### src/rtl/elastic_pipe_chain.sv
// Elastic valid/ready register chain. Words pack toward the output and empty stages are filled.
// Each stage can be flushed. A global stall freezes the chain. The registered occupancy count holds the number of valid stages.
module elastic_pipe_stage #(
  parameter int WIDTH = 32
) (
  input  logic             Clk,
  input  logic             Rst,
  input  logic             load,
  input  logic             flush,
  input  logic             prevValid,
  input  logic [WIDTH-1:0] prevData,
  output logic             valid,
  output logic [WIDTH-1:0] data,
  output logic             validNext
);
  // Flush is applied after the move, so a word arriving in this cycle is discarded too.
  always_comb validNext = (load ? prevValid : valid) & ~flush;

  always_ff @(posedge Clk or negedge Rst) begin
    if (!Rst) begin
      valid <= 1'b0;
      data  <= '0;
    end else begin
      valid <= validNext;
      // A bubble leaves stale data in place. That data is never seen, because valid is 0.
      if (load && prevValid) data <= prevData;
    end
  end
endmodule

module elastic_pipe_chain #(
  parameter int WIDTH  = 32,
  parameter int STAGES = 4,
  parameter int CNT_W  = $clog2(STAGES+1)
) (
  input  logic              Clk,
  input  logic              Rst,
  input  logic              InValid,
  output logic              InReady,
  input  logic [WIDTH-1:0]  InData,
  output logic              OutValid,
  input  logic              OutReady,
  output logic [WIDTH-1:0]  OutData,
  input  logic              Stall,
  input  logic [STAGES-1:0] Flush,
  output logic [CNT_W-1:0]  Occupancy,
  output logic [STAGES-1:0] StageValid
);
  logic [STAGES:0]            rdy;
  logic [STAGES:0]            vldPipe;
  logic [STAGES:0][WIDTH-1:0] datPipe;
  logic [STAGES-1:0]          validNext;
  logic [CNT_W-1:0]           occNext;
  logic [CNT_W-1:0]           occ;

  assign vldPipe[0] = InValid;
  assign datPipe[0] = InData;
  assign rdy[STAGES] = OutReady & ~Stall;

  for (genvar i = 0; i < STAGES; i++) begin : gStage
    // A stage accepts a word when it is empty or when its own word moves on in the same cycle.
    assign rdy[i] = ~Stall & (~vldPipe[i+1] | rdy[i+1]);

    elastic_pipe_stage #(.WIDTH(WIDTH)) uStage (
      .Clk       (Clk),
      .Rst       (Rst),
      .load      (rdy[i]),
      .flush     (Flush[i]),
      .prevValid (vldPipe[i]),
      .prevData  (datPipe[i]),
      .valid     (vldPipe[i+1]),
      .data      (datPipe[i+1]),
      .validNext (validNext[i])
    );
  end

  always_comb begin
    occNext = '0;
    for (int i = 0; i < STAGES; i++) occNext = occNext + CNT_W'(validNext[i]);
  end

  always_ff @(posedge Clk or negedge Rst) begin
    if (!Rst) occ <= '0;
    else      occ <= occNext;
  end

  // InReady is gated with Rst, so it stays low while reset is held.
  assign InReady    = rdy[0] & Rst;
  assign OutValid   = vldPipe[STAGES];
  assign OutData    = datPipe[STAGES];
  assign StageValid = vldPipe[STAGES:1];
  assign Occupancy  = occ;
endmodule
### config.mk
export PLATFORM = sky130hd
export DESIGN_NAME = elastic_pipe_chain
export DESIGN_NICKNAME = d
export VERILOG_FILES = /design/src/rtl/elastic_pipe_chain.sv
export SDC_FILE = /design/constraint.sdc
export NUM_CORES = 1
export LEC_CHECK = 0
export ABC_AREA = 1
export ABC_CLOCK_PERIOD_IN_PS = 6000
export CAP_MARGIN = 15
export CORE_MARGIN = 1.5
export CORE_UTILIZATION = 50
export DETAILED_ROUTE_END_ITERATION = 8
export GPL_TIMING_DRIVEN = 0
export PLACE_DENSITY = 0.74
export SLEW_MARGIN = 20
export SYNTH_ARGS = -nofsm -noshare
export SYNTH_HDL_FRONTEND = slang
export SYNTH_SLANG_ARGS = --single-unit
### constraint.sdc
create_clock -name Clk -period 6 [get_ports Clk]
set_clock_uncertainty 0.05 [all_clocks]
set_input_delay 1.8 -clock Clk [delete_from_list [all_inputs] [get_ports Clk]]
set_output_delay 1.8 -clock Clk [all_outputs]
set_load 0.01 [all_outputs]
## Word level (Yosys, flattened, before mapping)

Index checks and enable logic that the tools add are counted.

| operators by class | value |
|---|---|
| add/subtract/negate cells | 3 |
| bitwise gates (word level) | 23 |
| reductions and logical operators | 4 |
| multiplexer cells | 4 |

Operators with widths:

| operator | count |
|---|---|
| bitwise AND 1 bit | 10 |
| inverter 1 bit | 9 |
| logical AND 1 bit | 4 |
| 2-to-1 mux 1 bit | 4 |
| bitwise OR 1 bit | 4 |
| adder 2 x 1 -> 3 bit | 1 |
| adder 3 x 1 -> 3 bit | 1 |
| adder 1 x 1 -> 2 bit | 1 |

| word-level totals | value |
|---|---|
| bits in registers | 135 |
| input port bits | 41 |

## Depth between registers and ports, before layout

| logic depth | value |
|---|---|
| depth after elaboration | 15 |
| gate-level depth with buffers | 11 |
| gate-level depth less buffers | 11 |

## Cells and area by module

From an unflattened synthesis, not the netlist that was laid out.

| unflattened totals | value |
|---|---|
| cell total of the unflattened synthesis | 601 |
| area, all modules | 5858.1 um2 |

Modules (own cells, without submodules):

| module | seq. area each (um2) | area each (um2) | cells an instance | instances |
|---|---|---|---|---|
| elastic_pipe_stage | 825.8 | 1412.6 | 144 | 4 |
| elastic_pipe_chain | 75.1 | 207.7 | 25 | 1 |

## Least setup slack after synthesis

No wires, ideal clock.

| path | value |
|---|---|
| path kind | input-to-output |
| start | input OutReady |
| end | output InReady |
| arrival time | 2442 ps |
| stages | 5 |
| data required time | 4150 ps |
| slack | 1708 ps |
| path through | nor2_2 -> a41oi_2 -> buf_2 -> nand2_1 -> inv_1 |

| on the way | value |
|---|---|
| cells in the longest elaborated chain, start to end | 10 |

Ends and longest elaborated chain:

| what | RTL line | RTL |
|---|---|---|
| start: declaration | 42 | `input logic OutReady,` |
| bitwise AND 1 bit | 58 | `assign rdy[STAGES] = OutReady & ~Stall;` |
| bitwise OR 1 bit | 62 | `assign rdy[i] = ~Stall & (~vldPipe[i+1] \| rdy[i+1]);` |
| bitwise AND 1 bit | 62 |  |
| bitwise OR 1 bit | 62 |  |
| bitwise AND 1 bit | 62 |  |
| bitwise OR 1 bit | 62 |  |
| bitwise AND 1 bit | 62 |  |
| bitwise OR 1 bit | 62 |  |
| bitwise AND 1 bit | 62 |  |
| bitwise AND 1 bit | 88 | `assign InReady = rdy[0] & Rst;` |
| end: declaration | 39 | `output logic InReady,` |

No other way between the ends.

## Final worst setup path

Ends and elaborated chain as after synthesis.

==> results.json <==
{
  "rsz0062_at_grt": "false",
  "drt_iter0_drc": 188,
  "fin_crit_sh_pct": 91.3,
  "clk_latency_ns": 0.52,
  "synth_largest_type_area_fraction_pct": 60.5,
  "tightest_slew_ns": 0.571,
  "grt_max_degree": 73,
  "h-tree-depth": 4,
  "synth.most_common_cell": "dfrtp_1",
  "num_vias": 3980,
  "slew_viol_final": 0,
  "num_antenna_cells": 0,
  "fin_ws_ns": 0.522,
  "cts_resized": 0,
  "wl_per_cell_um": 12.5,
  "synth.avg_cell_area_sq_um": 9.49,
  "synth_common_cells": "135 x dfrtp_1, 127 x nand2_1, 75 x inv_1",
  "dp_slack_ns": 0.507,
  "seq_area_frac_synth_pct": 60.5,
  "layout_min_cycle_time_ns": 5.48,
  "crit_type": "in2out",
  "io_pins": 82,
  "clockBufferDepth": 2,
  "ctsRootBufferMaster": "clkbuf_8",
  "cp_data_required_time_ns": 4.15,
  "gp_congestion": 0.752,
  "rows": 38,
  "r2r-start": "gStage[3].uStage.valid",
  "grt_pass1_vias": 3996,
  "setup_viol": 0,
  "area_growth_pct": 29.2,
  "max_freq_mhz": 183,
  "hpwl_um": 7290,
  "die_h_um": 109,
  "drc": 0,
  "synth_cell_types": 23,
  "cts_hold_buf": 0,
  "async_reset_ff_share_pct": 100,
  "max-slew-margin-rel_pct": 61.9,
  "synthTopCellsByArea": "dfrtp_1 61%, nand2_1 8.5%, buf_4 5.4%",
  "max-vdd-ir-drop_uv": 248,
  "p_per_area_nw_per_um2": 377,
  "antenna_left": 0,
  "die_w_um": 109,
  "drive_gt1_share_pct": 16.3,
  "routed_wl_um": 10500,
  "netlist_area_sq_um": 5580,
  "crit_path_start_kind": "input port",
  "via_per_inst": 4.73,
  "cts_buffers": 17,
  "grt_overflow": 0,
  "finalHoldViolCount": 0,
  "core_area_sq_um": 10800,
  "cts_tree": "done",
  "worstHoldStart": "gStage[0].uStage.data[3]",
  "placedCellCount": 809,
  "finalNetCount": 732,
  "first_pass_iters": 4,
  "endpoint_kind": "output pin",
  "io_buffers": 80,
  "cp-startpoint": "OutReady",
  "synth-main-ff-cell": "dfrtp_1",
  "synth_cells": 588,
  "hold_path_class": "reg2reg",
  "antenna_found_initial": 0,
  "syn_nets": 632,
  "stdcell_count": 841,
  "start_util_pct": 51.5,
  "dieArea_sq_um": 11800,
  "path_clk_slew_ns": 0.06,
  "synth-seq-cells": 135,
  "ys_warn_count": 0,
  "fillers": 881,
  "synth_edf_count": 0,
  "yosysTopAreaCell": "dfrtp_1",
  "worstPathArrival_ns": 3.63,
  "grt_pass1_wl_um": 18500,
  "grt_use_total_pct": 20.5,
  "cellLeakagePower_nw": 3.66,
  "cts_setup_buffers": 0,
  "maxCapViolations": 0,
  "clock_sinks": 135,
  "status": "completed",
  "crit_fanout": 10
}
[flip-flops by register name, summed over array words and instances (netlist names)]
name	count
gStage.uStage.data	128
gStage.uStage.valid	4
Occupancy	3
[routing by layer]
| metal | wire length (um) | vias to the layer above | global-route usage [%] |
|---|---|---|---|
| met1 | 4850 | 1870 | 26.6 |
| li1 | - | 2010 | - |
| met2 | 5010 | 90 | 32.6 |
| met4 | 134 | 0 | 6.58 |
| met5 | 0 | - | 0 |
| met3 | 556 | 10 | 6.93 |
[critical path: stages]
cell and delay (ns):
clkdlybuf4s50_1 0.52, nor2_2 0.09, a41oi_2 0.29, buf_2 0.27, nand2_1 0.07, inv_1 0.07
clkdlybuf4s50_1 0.53
[power by group]
group	leakage, nW	total (mW)	switching, mW	internal (mW)
Combinational	1.67	0.451	0.222	0.229
Clock	0.305	1.07	0.358	0.717
Sequential	1.68	1.19	0.0921	1.10
[kinds of logic (layout without fill, tap and decap cells)]
family	Yosys count	in the layout	share of synthesized area, %
AOI/OAI and AO/OA	103	103	10.3
adders and majority gates	3	3	0.807
and+or+nand+nor	204	204	15.2
DFF	135	135	60.5
buffers and inverters	143	256	13.2
[through the flow]
step	power, mW	setup TNS (ns)	instance area (sq um)	util (%)	hold WS [ns]
floorplan	1.46	0	5580	-	0.393
global placement	1.63	-248.27	6560	60.5	0.405
detailed placement	1.66	0	6590	60.7	0.409
CTS	2.75	0	7210	66.5	0.427
global route	2.87	0	7210	66.5	0.438
finish	2.72	0	7210	66.5	0.423
[path summary, 6_finish.rpt]
check | end | slack, ns | depth (start not counted)
hold reg to reg | gStage[0].uStage.data[3] | 0.42 | 2
min in group asynchronous | gStage[0].uStage.data[4] | 1.22 | 1
setup reg to reg | Occupancy[1] | 3.64 | 11
setup / recovery | InReady | 0.52 | 7
hold / removal | gStage[0].uStage.data[3] | 0.42 | 2
max in group asynchronous | gStage[2].uStage.data[27] | 3.95 | 2
[layout make-up]
class	count	area, sq um	share of cell area [%]
flip-flops and latches	135	3380	46.9
multi-input cells	310	1470	20.3
repair buffers	81	830	11.5
clock buffers	24	480	6.67
plain buffers	66	448	6.21
inverters	77	289	4.01
well taps	140	175	2.43
clock inverters	8	143	1.98
[cells in the final DEF, fill, tap and decap left out, drive strengths merged, types with 33 or more instances in the layout]
cell	synthesis	routed
nand3	34	34
a21oi	35	35
o21ai	65	65
clkbuf	11	35
nand2	137	137
buf	55	57
inv	77	77
nor2	33	33
dfrtp	135	135
clkdlybuf4s50	0	79
(Power assumes the default switching activity.)
